**src/rtl/frac_baud_pkg.sv**
```systemverilog
// Shared types and constants for the fractional baud generator.
// Divisors are unsigned fixed point: integer clocks per oversample tick plus a binary fraction.
package frac_baud_pkg;

    localparam int MIN_DIV_INT   = 2;
    localparam int DEF_DIV_W     = 16;
    localparam int DEF_FRAC_BITS = 4;

    typedef struct packed {
        logic [DEF_DIV_W-1:0]     div_int;
        logic [DEF_FRAC_BITS-1:0] div_frac;
    } baud_div_t;

    // Rounded fixed-point divisor; 50 MHz / 115200 gives 6944 (434.0 clocks per oversample tick).
    function automatic logic [63:0] default_divisor(input logic [63:0] clk_frq,
                                                    input logic [63:0] baud_rate,
                                                    input int          frac_bits);
        logic [63:0] num;
        num = clk_frq << frac_bits;
        return (num + (baud_rate >> 1)) / baud_rate;
    endfunction

endpackage

```
**src/rtl/frac_tick_divider.sv**
```systemverilog
// Fractional clock divider: periods of div_int or div_int+1 clocks, one-clock tick on the last.
// The carry out of the fraction accumulator decides which length the current period gets.
module frac_tick_divider
    import frac_baud_pkg::*;
#(
    parameter int DIV_W     = 16,
    parameter int FRAC_BITS = 4
) (
    input  logic                       clk,
    input  logic                       reset_n,
    input  logic [DIV_W+FRAC_BITS-1:0] divisor,
    input  logic                       enable,
    input  logic                       restart,
    output logic                       tick
);

    localparam logic [DIV_W:0] CNT_ONE = (DIV_W+1)'(1);

    logic [DIV_W:0]     r_cnt;
    logic [FRAC_BITS-1:0] r_acc;
    logic [FRAC_BITS:0] w_sum;
    logic [DIV_W:0]     w_len;

    assign w_sum = {1'b0, r_acc} + {1'b0, divisor[FRAC_BITS-1:0]};
    assign w_len = {1'b0, divisor[DIV_W+FRAC_BITS-1:FRAC_BITS]} + {{DIV_W{1'b0}}, w_sum[FRAC_BITS]};

    // Divisors below 2 clocks never reach here, so a zero count is never a last clock.
    assign tick = enable && !restart && (r_cnt >= w_len - CNT_ONE);

    always_ff @(posedge clk or negedge reset_n) begin
        if (!reset_n) begin
            r_cnt <= '0;
            r_acc <= '0;
        end else if (!enable || restart) begin
            r_cnt <= '0;
            r_acc <= '0;
        end else if (tick) begin
            r_cnt <= '0;
            r_acc <= w_sum[FRAC_BITS-1:0];
        end else begin
            r_cnt <= r_cnt + CNT_ONE;
        end
    end

endmodule

```
**src/rtl/frac_baud_generator.sv**
```systemverilog
// Oversampling baud tick generator with a fractional divisor and glitch-free divisor updates.
// New divisors wait in a one-deep pending slot until a baud boundary, a resync, or idle.
module frac_baud_generator
    import frac_baud_pkg::*;
#(
    parameter int unsigned CLK_FRQ    = 50_000_000,
    parameter int unsigned BAUD_RATE  = 115200,
    parameter int unsigned OVERSAMPLE = 16,
    parameter int          DIV_W      = 16,
    parameter int          FRAC_BITS  = 4
) (
    input  logic                             clk,
    input  logic                             reset_n,
    input  logic                             enable,
    input  logic                             resync,
    input  logic                             cfg_valid,
    input  logic [DIV_W+FRAC_BITS-1:0]       cfg_div,
    output logic                             cfg_ready,
    output logic                             cfg_err,
    output logic [DIV_W+FRAC_BITS-1:0]       active_div,
    output logic                             os_tick,
    output logic                             baud_tick,
    output logic                             baud_clk,
    output logic [$clog2(OVERSAMPLE)-1:0]    os_phase
);

    localparam int DW   = DIV_W + FRAC_BITS;
    localparam int OS_W = $clog2(OVERSAMPLE);
    localparam logic [DW-1:0]   DEF_DIV    = DW'(default_divisor(64'(CLK_FRQ), 64'(BAUD_RATE), FRAC_BITS));
    localparam logic [OS_W-1:0] PHASE_LAST = OS_W'(OVERSAMPLE - 1);

    logic [DW-1:0]   r_active_div;
    logic [DW-1:0]   r_pend_div;
    logic            r_pending;
    logic            r_cfg_err;
    logic [OS_W-1:0] r_os_phase;

    logic w_tick;
    logic w_baud_tick;
    logic w_accept;
    logic w_div_legal;
    logic w_apply;

    frac_tick_divider #(
        .DIV_W     (DIV_W),
        .FRAC_BITS (FRAC_BITS)
    ) u_divider (
        .clk     (clk),
        .reset_n (reset_n),
        .divisor (r_active_div),
        .enable  (enable),
        .restart (resync),
        .tick    (w_tick)
    );

    assign w_accept    = cfg_valid && !r_pending;
    assign w_div_legal = cfg_div[DW-1:FRAC_BITS] >= DIV_W'(MIN_DIV_INT);
    assign w_baud_tick = w_tick && (r_os_phase == PHASE_LAST);
    assign w_apply     = r_pending && (w_baud_tick || resync || !enable);

    // Illegal divisors are consumed without occupying the pending slot.
    always_ff @(posedge clk or negedge reset_n) begin
        if (!reset_n) begin
            r_active_div <= DEF_DIV;
            r_pend_div   <= '0;
            r_pending    <= 1'b0;
            r_cfg_err    <= 1'b0;
        end else begin
            r_cfg_err <= w_accept && !w_div_legal;
            if (w_apply) begin
                r_active_div <= r_pend_div;
                r_pending    <= 1'b0;
            end else if (w_accept && w_div_legal) begin
                r_pend_div <= cfg_div;
                r_pending  <= 1'b1;
            end
        end
    end

    always_ff @(posedge clk or negedge reset_n) begin
        if (!reset_n) begin
            r_os_phase <= '0;
        end else if (!enable || resync) begin
            r_os_phase <= '0;
        end else if (w_tick) begin
            r_os_phase <= r_os_phase + OS_W'(1);
        end
    end

    assign cfg_ready  = !r_pending;
    assign cfg_err    = r_cfg_err;
    assign active_div = r_active_div;
    assign os_tick    = w_tick;
    assign baud_tick  = w_baud_tick;
    assign baud_clk   = r_os_phase[OS_W-1];
    assign os_phase   = r_os_phase;

endmodule

```
**config.mk**
```make
export PLATFORM = sky130hd
export DESIGN_NAME = frac_baud_generator
export DESIGN_NICKNAME = d
export VERILOG_FILES = /design/src/rtl/frac_baud_pkg.sv /design/src/rtl/frac_tick_divider.sv /design/src/rtl/frac_baud_generator.sv
export SDC_FILE = /design/constraint.sdc
export NUM_CORES = 1
export LEC_CHECK = 0
export CAP_MARGIN = 15
export CORE_MARGIN = 2
export CORE_UTILIZATION = 40
export DETAILED_ROUTE_END_ITERATION = 16
export SLEW_MARGIN = 10
export SYNTH_ARGS = -nofsm -noshare
export SYNTH_HDL_FRONTEND = slang
export SYNTH_SLANG_ARGS = --single-unit
```
**constraint.sdc**
```tcl
create_clock -name clk -period 12.3 [get_ports clk]
set_clock_uncertainty 0.15 [all_clocks]
set_input_delay 2.46 -clock clk [delete_from_list [all_inputs] [get_ports clk]]
set_output_delay 2.46 -clock clk [all_outputs]
set_load 0.02 [all_outputs]
```
**Word level (Yosys, flattened, before mapping)**

Index checks and enable logic that the tools add are counted.
W data, S select, Z words.

- Output and inout port bits: 29
- Bits in read-only memories: 0
- Latch bits: 0
- Word-level logic and storage cells: 41
- Input port bits: 25
- Register bits after elaboration: 67
- Memory bits (writable): 0
- Memories kept: 0

- Add/subtract/negate cells: 5
- Div/mod/pow operators: 0
- Magnitude comparators: 2
- Reductions and logical operators: 17
- Multiply operators: 0
- Bitwise logic cells: 1
- Shift-type cells: 0
- Multiplexer cells: 8
- Equality and inequality tests: 1

Operators by type and width:

| cell | number |
|---|---|
| $mux W17 | 2 |
| $add A16 B1 Y17 | 1 |
| $add A17 B1 Y17 const B | 1 |
| $ge A17 B17 Y1 | 1 |
| $sub A17 B1 Y17 const B | 1 |
| $ge A16 B2 Y1 const B | 1 |
| $mux W4 | 4 |
| $logic_and A1 B1 Y1 | 7 |
| $add A4 B4 Y5 | 1 |
| $add A4 B1 Y4 const B | 1 |
| $eq A4 B4 Y1 const B | 1 |
| $logic_not A1 Y1 | 4 |
| $reduce_bool A2 Y1 | 2 |
| $logic_or A1 B1 Y1 | 3 |
| $mux W1 | 2 |
| $reduce_and A2 Y1 | 1 |
| $not A1 Y1 | 1 |

**Longest topological paths before layout**

Gate-level depths: netlist (run 1).

- Depth in word-level cells: 11
- Depth in mapped cells: 18

**By module**

Synthesis (run 1) repeated with hierarchy kept, for this count alone.

- Cells, all modules: 311
- Area total of the unflattened synthesis: 3,638.5 um^2

By module, submodules not included:

| module | area an instance (um^2) | sequential area each (um^2) | times used | cells an instance |
|---|---|---|---|---|
| frac_baud_generator | 1,873.0 | 1,157.4 | 1 | 115 |
| frac_tick_divider | 1,765.4 | 525.5 | 1 | 196 |

**Worst setup path before layout (run 1)**

Ideal clock, no wire load.

- Path type: flip-flop to output port
- Start: register r_active_div[0] (netlist: active_div[0])
- End: output port baud_tick
- Buffers on the path: 0
- Cell stages (with the launch flop): 16
- Path slack: 5.520 ns
- Required time: 9.690 ns
- Arrival time: 4.170 ns
- Path through: dfrtp_1 > ha_1 > fa_1 > a21o_1 > a21oi_1 > ha_1 > ha_1 > nand2_2 > or4_4 > or3_1 > ha_1 > and4_1 > nand4_1 > a21oi_1 > o21ai_0 > nor2_1

- Cells in the longest elaborated chain, start to end: 6

RTL lines:

| item | RTL line | text |
|---|---|---|
| start, declared | frac_baud_generator.sv:32 | `logic [DW-1:0] r_active_div;` |
| start signal, assigned | frac_baud_generator.sv:71 | `r_active_div <= r_pend_div;` |
| $add A4 B4 Y5 | frac_tick_divider.sv:24 | `assign w_sum = {1'b0, r_acc} + {1'b0, divisor[FRAC_BITS-1:0]};` |
| $add A16 B1 Y17 | frac_tick_divider.sv:25 | `assign w_len = {1'b0, divisor[DIV_W+FRAC_BITS-1:FRAC_BITS]} + {{DIV_W{1'b0}}, w_sum[FRAC_BITS]};` |
| $sub A17 B1 Y17 | frac_tick_divider.sv:28 | `assign tick = enable && !restart && (r_cnt >= w_len - CNT_ONE);` |
| $ge A17 B17 Y1 | frac_tick_divider.sv:28 |  |
| $logic_and A1 B1 Y1 | frac_tick_divider.sv:28 |  |
| $logic_and A1 B1 Y1 | frac_baud_generator.sv:58 | `assign w_baud_tick = w_tick && (r_os_phase == PHASE_LAST);` |
| end, declared | frac_baud_generator.sv:22 | `output logic baud_tick,` |

Every way passes these cells.

**Final worst setup path (run 1)**

Same ends and word-level chain as after synthesis.

==> results of run 1 <==
[kinds of logic after synthesis]
kind of cell	synth area share [%]
and+or+nand+nor	14.07
DFF	47.54
muxes	13.01
AOI/OAI and AO/OA	6.539
xor gates and xnor gates	7.423
adders and majority gates	9.403
buffers and inverters	2.015
[cell usage after synthesis (2+ instances only)]
cell / n / share of area [%]
mux2_2: 40 / 13
inv_1: 8 / 0.85
or4_4: 2 / 0.64
a21oi_1: 16 / 2.3
nor4_1: 4 / 0.71
buf_2: 3 / 0.42
dfstp_2: 5 / 3.7
clkbuf_1: 4 / 0.42
nor3_1: 7 / 0.99
xor2_1: 11 / 2.7
and3_1: 9 / 1.6
nand2_1: 8 / 0.85
or3_1: 5 / 0.88
o21ai_0: 9 / 1.3
a211oi_1: 3 / 0.64
nor2_1: 26 / 2.8
dfrtp_1: 62 / 44
ha_1: 25 / 8.8
a21boi_0: 2 / 0.42
nor2b_1: 3 / 0.53
a21o_1: 4 / 0.85
xnor2_1: 19 / 4.7
nand3_1: 18 / 2.5
nand4_1: 3 / 0.53
nand2b_1: 2 / 0.35
[power groups by stage]
stage	logic, W	clock network [W]	registers (W)
detailed placement	0.000209	0	0.000307
floorplan	0.0000976	0	0.000323
global route	0.000227	0.000239	0.000309
global placement	0.000207	0	0.000306
CTS	0.000210	0.000228	0.000303
finish	0.000208	0.000223	0.000302
[per-layer routing]
layer | vias to the layer above | global-route usage [%] | routed length, µm
met1 | 1148 | 22.93 | 3724
met4 | 0 | 5.021 | 114
met5 | - | 0 | 0
met2 | 35 | 24.92 | 3371
met3 | 9 | 3.436 | 179
li1 | 1242 | - | -
[area by class of cell]
class	instances	area, µm²
Fill cell	806	4207
Multi-Input combinational cell	230	1790
Sequential cell	67	1683
Timing Repair Buffer	56	548.0
Tap cell	108	135.1
Clock buffer	10	127.6
Clock inverter	6	115.1
Inverter	8	30.03
[registers in the layout, summed over array words and instances, names as in the netlist]
name and flops:
active_div 20, r_pend_div 20, u_divider.r_cnt 17, os_phase 4, u_divider.r_acc 4, cfg_err 1, r_pending 1
[worst max-delay path, cell delays in order (launching register included)]
cell and delay (ps):
dfrtp_1 400, ha_1 230, fa_1 400, a21o_1 190, a21oi_1 190, ha_1 220, ha_1 230, nand2_2 80
or4_4 500, or3_1 360, ha_1 290, and4_1 230, nand4_1 150, a21oi_1 430, o21ai_0 240, nor2_1 140
clkdlybuf4s50_1 600
[path summary, 6_finish.rpt]
| path | from | endpoint | slack [ps] | cells past startpoint |
|---|---|---|---|---|
| setup / recovery | active_div[0]$_DFFE_PN0P_ | baud_tick | 4460 | 16 |
| hold / removal | r_pend_div[19]$_DFFE_PN0P_ | active_div[19]$_DFFE_PN0P_ | 350 | 1 |
| hold reg to reg | r_pend_div[19]$_DFFE_PN0P_ | active_div[19]$_DFFE_PN0P_ | 350 | 1 |
| min in group asynchronous | reset_n | active_div[4]$_DFFE_PN0P_ | 2160 | 2 |
| max in group asynchronous | reset_n | active_div[18]$_DFFE_PN0P_ | 9290 | 2 |
| setup reg to reg | active_div[0]$_DFFE_PN0P_ | active_div[6]$_DFFE_PN0P_ | 7310 | 18 |
[per-stage QoR]
step | utilization (%) | area [µm²] | instances
after floorplan | - | 3540 | 314
after detailed placement | 48.48 | 4187 | 469
final | 51.29 | 4429 | 485
after CTS | 51.29 | 4429 | 485
after global placement | 48.48 | 4187 | 469
after global routing | 51.29 | 4429 | 485
==> results by group, run 1 <==
Status
  – Status: finished clean

Logic synthesis
  – Mapped Avg Cell Area: ~11 µm²
  – Syn nets: approximately 370
  – Yosys reg bits: 67
  – Yosys warnings: 0
  – Post-synth EDFFs: 0
  – Mapped Area: around 3500 µm²
  – Synth Instances: roughly 310
  – Ys async rst share: between 90% and 100%
  – Post-synthesis sequential area ratio: between 40% and 50%
  – Top_reg_cell synth: dfrtp_1
  – Netlist cell types: 41

Placed design
  – Buffers added on ports: 53
  – Hpwl dp: roughly 5400 µm
  – Pre-CTS WS: around 4800 ps
  – Gpl congestion: between 0.8 and 0.9

STA
  – RSZ-0062 raised after global routing: false
  – Worst setup margin: around 4500 ps
  – Fmax: between 100 and 150 MHz
  – Hold Fails Final Rpt: 0
  – Worst hold slack: between 300 and 400 ps
  – Slew Viols, Final: 0
  – Setup violators final: 0
  – Post-route minimum period: around 7800 ps
  – Final setup TNS: 0 ps
  – Part of the cycle the worst path needs: between 60% and 70%
  – Pin slew with the least headroom to its limit: a little over 1000 ps
  – Slew headroom: 31.76%

Die
  – Die area: just under 10000 µm²
  – Initial core utilization: between 40% and 50%
  – Row Count: 34
  – Core area: approximately 8600 µm²
  – Die X-Extent: ~98 µm
  – Die H: 98.07 µm
  – Top Ports: 54

Worst setup path
  – Critical path capture point type: output pin
  – Largest fanout on the critical path: 7
  – CP arrival: 5230 ps
  – CP Class: reg2out
  – WP data required: a little under 10000 ps
  – Startpoint types: register

Power and ir drop
  – Worst vdd ir: 0.1017 mV
  – Int Pwr: roughly 0.00051 W
  – Pwr dens: between 150 and 200 nW/µm²
  – Clock power share: between 30% and 40%
  – Final total power: 0.0007331 W
  – Switching power: ~0.00023 W
  – Flop pwr share: about 41%
  – Sw frac: 30.96%
  – Comb power frac: between 20 and 30%
  – Lkg Pwr: between 1.5 and 2 nW

Cells and area
  – Layout cells sized above 1: a little under a fifth
  – Fin nets: 423
  – Diodes inserted: 0
  – Most common cell after layout, fill and taps aside: dfrtp_1
  – Area grow syn2layout: 25.13%
  – Commonest non-fill, non-tap cells in the layout: dfrtp_1 (62), clkdlybuf4s50_1 (52), mux2_2 (40)

Routing
  – Routed wire per std cell: approximately 15 µm
  – Via count: around 2400
  – Via density: 5.019
  – DRC Markers: 0
  – DRT iter0 DRCs: 110
  – Routed Antenna Nets: 0
  – Drt first pass iters: 4
  – Total Wirelength: roughly 7400 µm

Clock network
  – CTS tree: built
  – CTS max path bufs: 2
  – Post-CTS Hold Buffers: 0
  – Clock Sinks: 67
  – Root Buffer: clkbuf_8
  – Clk_lat worst skew: around 340 ps
  – CTS H-tree depth: 3
  – Post-CTS sizing: 0
  – Setup Buffers After CTS: 0
  – Clk pin slew, worst setup/hold paths: about 80 ps
  – Cts bufs inserted: 9

Run
  – Max-cap check violation count: 0

Global route
  – Overall Global Routing Usage: approximately 16%
  – GRT overflow: 0
  – Largest net degree at the start of global routing: 68
  – Global-route wire length before repair: around 12000 µm
  – Vias in the first global route: between 2000 and 2500
  – Initial antenna violation count: 0

Hold path
  – Worst Hold Class: reg2reg
Note: power is estimated with default switching activity, not from simulation.
==> run 2, diff against run 1 <==
clock period = 6.73 ns   (was 12.3 ns; I/O delays follow)
==> run 2 against run 1 <==
  * Total power increased by 76%
  * Final area down 0.25%
  * Core utilization down 0.13 points
  * Largest power group unchanged
  * Sequential power is 82% higher
  * Non-clock buffer count grew 1
  * Cell count is 0.21% higher
  * Global-route usage is 0.20 points lower
==> results by group, run 2 (same netlist as run 1, synthesis figures left out) <==
Power and ir drop
  – Pwr dens: 292.6 nW/µm²
  – Worst vdd ir: approximately 0.13 mV
  – Lkg Pwr: 1.910 nW

Die
  – Die area: 9618 µm²
  – Row Count: 34
  – Die H: between 90 and 100 µm
  – Die X-Extent: slightly below 100 µm
  – Initial core utilization: 40.99%
  – Core area: ~8600 µm²
  – Top Ports: 54

Global route
  – Global-route wire length before repair: roughly 12000 µm
  – Overall Global Routing Usage: between 15 and 20%
  – Largest net degree at the start of global routing: 68
  – Initial antenna violation count: 0
  – GRT overflow: 0
  – Vias in the first global route: 2546

Routing
  – Via density: roughly 5.2
  – Drt first pass iters: 4
  – Via count: 2547
  – Routed wire per std cell: approximately 15 µm
  – DRC Markers: 0
  – Routed Antenna Nets: 0
  – Total Wirelength: 7282 µm
  – DRT iter0 DRCs: between 60 and 70

Worst setup path
  – R2R cell count: 18
  – Delay of the slowest critical-path stage: 600 ps
  – Cell mode on critical path: ha_1
  – RR Endpoint: active_div[6]$_DFFE_PN0P_
  – RR Startpoint: active_div[0]$_DFFE_PN0P_
  – CP Cell Sequence: ha_1, fa_1, a21o_1, a21oi_1, ha_1, ha_1, nand2_2, or4_4, or3_1, ha_1, and4_1, nand4_1, a21oi_1, o21ai_2, nor2_1, clkdlybuf4s50_1
  – Startpoint types: register
  – Largest fanout on the critical path: 4
  – WP data required: about 5200 ps
  – Slowest CP cell: clkdlybuf4s50_1
  – Critical path capture point type: output pin
  – CP Class: reg2out
  – R2R Setup Slk: about 1500 ps
  – CP arrival: slightly below 5000 ps

Cells and area
  – Final core utilization: 51.16%
  – Commonest non-fill, non-tap cells in the layout: dfrtp_1 (62), clkdlybuf4s50_1 (51), mux2_2 (40)
  – Layout cells sized above 1: about a fifth
  – Area grow syn2layout: 24.81%
  – Finished layout cell area: 4418 µm²
  – Diodes inserted: 0
  – Filler cells: just under 800
  – Most common cell after layout, fill and taps aside: dfrtp_1
  – Fin nets: 424

Clock network
  – CTS tree: built
  – CTS H-tree depth: 3
  – Clk pin slew, worst setup/hold paths: ~80 ps
  – Root Buffer: clkbuf_8
  – Post-CTS Hold Buffers: 0
  – Cts bufs inserted: 9
  – CTS max path bufs: 2
  – Clk_lat worst skew: 330 ps
  – Setup Buffers After CTS: 0
  – Clock Sinks: 67

STA
  – Setup violators final: 0
  – Fmax: 155.1 MHz
  – Pin slew with the least headroom to its limit: between 1000 and 1500 ps
  – RSZ-0062 raised after global routing: false
  – Part of the cycle the worst path needs: 95.80%
  – Final setup TNS: 0 ps
  – Hold Fails Final Rpt: 0
  – Slew Viols, Final: 0
  – Slew headroom: roughly 33%
  – Post-route minimum period: around 6400 ps

Hold path
  – Start point of the worst hold path: r_pend_div[5]$_DFFE_PN0P_
  – Hold worst-path end: active_div[5]$_DFFE_PN1P_
  – Worst Hold Class: reg2reg
  – Worst hold stages: 1

Placed design
  – Buffers added on ports: 53
  – Gpl congestion: approximately 0.88
  – DP Area: ~4200 µm²
  – Hpwl dp: 5343 µm

Status
  – Status: finished clean

Run
  – Max-cap check violation count: 0
run 2: cell type report:
| type | instances | area [µm²] | area share (%) |
|---|---|---|---|
| clock buffers | 10 | 127.6 | 2.889 |
| clock inverters | 6 | 90.09 | 2.039 |
| inverters | 8 | 30.03 | 0.6797 |
| multi-input cells | 230 | 1794 | 40.61 |
| flip-flops and latches | 67 | 1683 | 38.09 |
| well taps | 108 | 135.1 | 3.059 |
| repair buffers | 57 | 558.0 | 12.63 |
run 2: power by group:
| group | total, W | switching (W) | internal (W) |
|---|---|---|---|
| registers | 0.000551 | 0.0000741 | 0.000476 |
| logic | 0.000377 | 0.000176 | 0.000200 |
| clock network | 0.000366 | 0.000156 | 0.000209 |
run 2: how the worst max path moves through the flow:
stage                         startpoint         to  slack [ps]  depth (start not counted)
4_1_cts        active_div[0]$_DFFE_PN0P_  baud_tick         110                         16
5_1_grt        active_div[0]$_DFFE_PN0P_  baud_tick           4                         16
3_3_place_gp   active_div[0]$_DFFE_PN0P_  baud_tick         570                         16
2_1_floorplan  active_div[0]$_DFFE_PN0P_  baud_tick        1060                         15
3_5_place_dp   active_div[0]$_DFFE_PN0P_  baud_tick         490                         16
6_report       active_div[0]$_DFFE_PN0P_  baud_tick         280                         16
run 2: per-layer routing:
metal / GRT usage, % / part of all wire, %
met1: 21.90 / 48
met2: 24.71 / 46
met3: 2.935 / 3.4
met4: 7.265 / 2.3
met5: 0 / 0
run 2: what timing repair did:
item,in CTS,in global routing
hold endpoints to repair,0,0
setup endpoints to repair,0,2
gates resized for setup,0,3
run 2: through the flow:
step / hold slack (ps) / instances / power, W / setup WS [ps]
after floorplan: 300.5 / 314 / 0.0007692 / 1064
after global placement: 335.2 / 470 / 0.0009365 / 565.2
after detailed placement: 341.2 / 470 / 0.0009408 / 489.2
after CTS: 357.7 / 486 / 0.001310 / 109.7
after global routing: 366.1 / 486 / 0.001370 / 4.207
final: 352.5 / 486 / 0.001293 / 282.8
run 2: worst max-delay path, delay by kind of cell, from the launching register on:
family | cells | cell delay, ps
AO/OA/AOI/OAI | 4 | 760
adder cells (fa/ha/maj) | 5 | 1390
buffers and inverters | 1 | 600
flip-flops | 1 | 400
AND/OR/NAND/NOR | 6 | 1480
==> run 3, diff against run 2 <==
CTS_CLUSTER_SIZE = 24   (was unset)
==> results of run 3 <==
No change in the layout: final DEF, timing and power equal those of run 2.
==> RTL edit 1, RTL diff (config.mk and constraints of run 3) <==
`DIV_W` is set to 16 in 2 places; all go to 24.
--- a/src/rtl/frac_tick_divider.sv
+++ b/src/rtl/frac_tick_divider.sv
@@ -3,7 +3,7 @@
 module frac_tick_divider
     import frac_baud_pkg::*;
 #(
-    parameter int DIV_W     = 16,
+    parameter int DIV_W     = 24,
     parameter int FRAC_BITS = 4
 ) (
     input  logic                       clk,
--- a/src/rtl/frac_baud_generator.sv
+++ b/src/rtl/frac_baud_generator.sv
@@ -6,7 +6,7 @@
     parameter int unsigned CLK_FRQ    = 50_000_000,
     parameter int unsigned BAUD_RATE  = 115200,
     parameter int unsigned OVERSAMPLE = 16,
-    parameter int          DIV_W      = 16,
+    parameter int          DIV_W      = 24,
     parameter int          FRAC_BITS  = 4
 ) (
     input  logic                             clk,
Interface: changed (resized active_div and cfg_div); port bits go from 54 to 70. No check against the original RTL was run, so the function may have changed too.
==> RTL edit 1 against run 3 <==
Combinational power increased by 47%. First-iteration DRC count increased by 120%. Sequential cell count increased by 24. Worst hold slack got worse by 14 ps. Worst setup slack improved by 55 ps. Global-route usage increased by 2.1 points. Cell area increased by 40%. Largest power group unchanged. Critical path type unchanged. Register-to-register slack got worse by 40 ps. Area after synthesis increased by 42%. Total power increased by 44%. Cell count increased by 41%. Maximum frequency increased by 0.85%. Routed wire length increased by 52%. Critical endpoint is now os_tick.
==> RTL edit 1: results <==
metrics = {
    "worst_setup_path": {
        "endpoint": "os_tick",
        "timing.critical_path.fanout_max": 10,
        "worstSetupPathType": "flip-flop to output port",
        "timing.rr.end": "active_div[3]",
        "critical-path-max-stage-delay_ps": 650,
        "critical_path.slowest_cell": "clkdlybuf4s50_1",
        "reg2reg_slack_ps": 1470,
        "r2r_start": "active_div[0]",
        "timing.critical_path.arrival_ps": 4900,
        "rr_worst_depth": 18,
    },
    "hold_path": {
        "hold_wc_path_type": "flip-flop to flip-flop",
    },
    "placement": {
        "placed_cells": 669,
        "gpl.final_weighted_congestion": 0.813,
        "dp_hpwl_um": 8220,
        "place.port_buffers": 69,
    },
    "synth": {
        "synth_nets": 508,
        "synth.mux.area_fraction_pct": 14.1,
        "post_synthesis_sequential_area_ratio_pct": 45.4,
        "post_synth_num_cell_types": 50,
        "synth_fa_ha_area_share_pct": 8.61,
        "leading_post_synthesis_cells_by_cell_area": "dfrtp_1 (43%), ha_1 (8.2%), mux2_2 (8.1%), mux2_4 (5.4%), xor2_1 (4.7%)",
        "synth.avg_cell_area_um2": 11.4,
        "synth_flop_cell": "dfrtp_1",
        "ys.warnings.count": 0,
        "async_reset_ff_share_pct": 100,
        "yosys.area_share.xor_xnor_pct": 8.18,
        "ys_top_cells_by_count": "dfrtp_1 (86), nor3_1 (38), mux2_2 (36)",
        "synth-compound-area-share_pct": 5.65,
    },
    "clock_tree": {
        "cts.path.max_buffers": 2,
        "cts_root_buffer": "clkbuf_16",
        "tritoncts.num_buffers": 9,
        "clock_tree.htree_level_count": 3,
        "clk_latency_ps": 350,
        "clk_pin_slew_worst_paths_ps": 70,
    },
    "layout": {
        "layout-drive-gt1-share_pct": 18.2,
        "finalNetCount": 579,
        "antenna_cells": 0,
        "fillers": 1103,
    },
    "global_route": {
        "grt_first_pass_wirelength_um": 18400,
        "antenna_found_initial": 0,
        "largest_net_degree_at_the_start_of_global_routing": 72,
        "grtUsageTotal_pct": 18.0,
    },
    "pwr": {
        "standby_leakage_power_uw": 0.00259,
        "peakVddDrop_v": 0.000166,
    },
    "route": {
        "drt_pre_antenna_iters": 4,
        "dr.first_iter.drc_count": 147,
        "routed-via-count": 3566,
        "wl_per_cell_um": 16.1,
        "avgViaCountPerCell": 5.21,
    },
    "timing": {
        "slew-limit-headroom_pct": 38.7,
    },
    "status": {
        "run_status": "finished clean",
    },
}
-- RTL edit 1: cell types whose count changed after synthesis, sizes merged, moves of 5 or more --
| cell | change |
|---|---|
| ha | +8 |
| nand4 | +6 |
| nor2 | -15 |
| nor4 | +7 |
| xor2 | +16 |
| nand2 | +18 |
| nor3 | +35 |
| mux2 | +16 |
| and3 | -5 |
| dfrtp | +24 |
-- RTL edit 1: layer usage --
metal | global-route usage [%] | wire length, um | up-vias
met5 | 0 | 0 | -
met2 | 27.4 | 5000 | 65
li1 | - | - | 1741
met4 | 6.83 | 218 | 0
met1 | 24.7 | 5380 | 1744
met3 | 5.19 | 436 | 16
-- RTL edit 1: where the power goes --
group / internal, uW / switching (uW)
registers: 647 / 128
clock network: 301 / 225
logic: 300 / 256
total: 1250 / 609
-- RTL edit 1: critical path: cells and delay by family, from the launching register on --
family | cells | cell delay (ps)
xor gates and xnor gates | 1 | 170
and+or+nand+nor | 6 | 1330
DFF | 1 | 400
AOI/OAI and AO/OA | 4 | 640
buffers and inverters | 1 | 650
adders and majority gates | 5 | 1340
-- RTL edit 1: worst min path at each step --
stage	from	end	slack, ps	cells after the start
floorplan	r_pend_div[19]	active_div[19]	300	1
global placement	r_pend_div[19]	active_div[19]	310	1
detailed placement	r_pend_div[19]	active_div[19]	330	1
CTS	r_pend_div[19]	active_div[19]	340	1
global route	r_pend_div[9]	active_div[9]	370	1
finish	r_pend_div[19]	active_div[19]	340	1
-- RTL edit 1: logic make-up after synthesis --
group	Yosys count
compound gates	45
buf+inv	23
mux	57
simple gates	144
xor+xnor	47
fa+ha+maj	34
flops	91
-- RTL edit 1: cell type report --
cell class	count	area [um2]	area share (%)
timing repair buffer	74	728	11.7
sequential	91	2280	36.8
tap	168	210	3.39
inverter	9	33.8	0.545
clock buffer	10	239	3.85
multi-input combinational	327	2640	42.5
clock inverter	6	68.8	1.11
-- RTL edit 1: what timing repair did --
action	in CTS	in global routing
setup endpoints to repair	0	2
hold endpoints to repair	0	0
setup buffers	0	0
gates resized for setup	0	2
hold buffers	0	0
-- RTL edit 1: per-stage QoR --
| stage | area (um2) | util (%) | setup slack [ps] | power (uW) | hold slack, ps |
|---|---|---|---|---|---|
| floorplan | 5030 | - | 1070 | 1090 | 302 |
| finish | 6200 | 51.0 | 337 | 1860 | 339 |
| global route | 6200 | 51.0 | 0.551 | 1960 | 365 |
| global placement | 5880 | 48.3 | 627 | 1330 | 314 |
| CTS | 6190 | 50.9 | 155 | 1880 | 344 |
| detailed placement | 5890 | 48.4 | 559 | 1340 | 329 |
==> RTL edit 2, RTL diff (settings of run 3) <==
Made on the original files. Put one more register stage on the output `cfg_err`, cleared by the reset. The value now appears one clock later. The other outputs are not delayed to match.
--- a/src/rtl/frac_baud_generator.sv
+++ b/src/rtl/frac_baud_generator.sv
@@ -88,7 +88,13 @@
     end
 
     assign cfg_ready  = !r_pending;
-    assign cfg_err    = r_cfg_err;
+    always_ff @(posedge clk or negedge reset_n) begin
+        if (!reset_n) begin
+            cfg_err <= '0;
+        end else begin
+            cfg_err <= r_cfg_err;
+        end
+    end
     assign active_div = r_active_div;
     assign os_tick    = w_tick;
     assign baud_tick  = w_baud_tick;
Formal check against the unedited RTL: not equivalent (Yosys sat finds a counterexample within 4 cycles, from zero or initial values and one cycle with reset_n low).
==> RTL edit 2 against run 3 <==
Register-to-register slack better by 40 ps. Sequential cell count increased by 1. Cell area increased by 0.42%. Area after synthesis is 0.71% higher. Total power is essentially flat. Sequential power increased by 1%. Routed wire length rose by 2.0%. Worst setup slack improved by 340 ps. Synthesized cell count increased by 0.32%. Via count shrank 0.79%. Critical endpoint is now os_tick. Largest power group unchanged.
==> RTL edit 2: results <==
metrics = {
    "layout": {
        "finalNetCount": 425,
        "layout-drive-gt1-share_pct": 19.5,
        "fillers": 818,
    },
    "worst_setup_path": {
        "critical_path.slowest_cell": "or4_4",
        "timing.rr.end": "active_div[10]",
        "reg2reg_slack_ps": 1550,
        "timing.critical_path.fanout_max": 10,
        "timing.critical_path.arrival_ps": 4610,
        "critical-path-max-stage-delay_ps": 510,
    },
    "pwr": {
        "standby_leakage_power_uw": 0.00194,
        "peakVddDrop_v": 0.000155,
    },
    "synth": {
        "synth_nets": 366,
        "post_synthesis_sequential_area_ratio_pct": 47.9,
        "ys_top_cells_by_count": "dfrtp_1 (63), mux2_2 (40), nor2_1 (26)",
        "leading_post_synthesis_cells_by_cell_area": "dfrtp_1 (44%), mux2_2 (13%), ha_1 (8.8%), xnor2_1 (4.7%), dfstp_2 (3.7%)",
    },
    "global_route": {
        "grtUsageTotal_pct": 16.6,
        "grt_pass1_vias": 2567,
        "largest_net_degree_at_the_start_of_global_routing": 69,
    },
    "placement": {
        "detailedPlace.worstSlack_ps": 492,
        "dp_hpwl_um": 5380,
    },
    "hold_path": {
        "hold_depth": 0,
        "min-delay-start": "r_cfg_err",
        "worst_hold_path.endpoint": "cfg_err",
    },
    "route": {
        "wl_per_cell_um": 15.3,
        "avgViaCountPerCell": 5.19,
        "dr.first_iter.drc_count": 47,
    },
    "status": {
        "run_status": "finished clean",
    },
    "clock_tree": {
        "clk_latency_ps": 360,
    },
    "timing": {
        "slew-limit-headroom_pct": 33.1,
    },
}
-- RTL edit 2: cell count changes after synthesis --
cell     before  now
dfrtp_1      62   63
-- RTL edit 2: report_power, final --
part / internal [uW] / total [uW] / switching (uW)
clock network: 184 / 355 / 171
registers: 482 / 557 / 74.7
logic: 202 / 380 / 178
-- RTL edit 2: area by class of cell --
cell class                 instances  area (um2)  area share [%]
clock inverter                     6        71.3            1.61
sequential                        68        1710            38.5
tap                              108         135            3.05
timing repair buffer              57         561            12.6
multi-input combinational        230        1790            40.4
inverter                           8        30.0           0.677
clock buffer                      10         138            3.10
-- RTL edit 2: cell families (layout without fill, tap and decap cells) --
logic type	Yosys count	in the layout	share of synthesized area (%)
and+or+nand+nor	95	95	14.0
adders and majority gates	26	26	9.34
xor gates and xnor gates	30	30	7.37
AOI/OAI and AO/OA	38	38	6.49
buffers and inverters	17	81	2.00
DFF	68	68	47.9
muxes	41	41	12.9
-- RTL edit 2: worst max path at each step --
stage / to / slack, ps / depth (start not counted)
after global placement: baud_tick / 560 / 16
final: os_tick / 620 / 15
after global routing: os_tick / 290 / 15
after detailed placement: baud_tick / 490 / 16
after floorplan: baud_tick / 1060 / 15
after CTS: baud_tick / 90 / 16
-- RTL edit 2: per-stage QoR --
stage	cell area, um2	total power [uW]	instances
2_1_floorplan	3560	775	315
3_3_place_gp	4220	942	471
3_5_place_dp	4220	949	471
4_1_cts	4430	1310	487
5_1_grt	4440	1370	487
6_report	4440	1290	487
-- RTL edit 2: worst max-delay path, delay by kind of cell (launching register included) --
family	cells	cell delay [ps]
DFF	1	400
buffers and inverters	1	250
adders and majority gates	5	1370
and+or+nand+nor	5	1350
AOI/OAI and AO/OA	4	870
-- RTL edit 2: timing repair --
| action | CTS | global route |
|---|---|---|
| resized for setup | 0 | 4 |
| buffers inserted | 0 | 0 |
| setup endpoints to repair | 0 | 2 |
| hold buffers | 0 | 0 |
-- RTL edit 2: per-layer routing --
layer	part of all wire (%)	GRT usage [%]	vias to the layer above
met1	47	21.9	1219
met5	0	0	-
met3	3.1	3.87	13
li1	-	-	1257
met2	47	26.3	38
met4	2.3	7.06	0
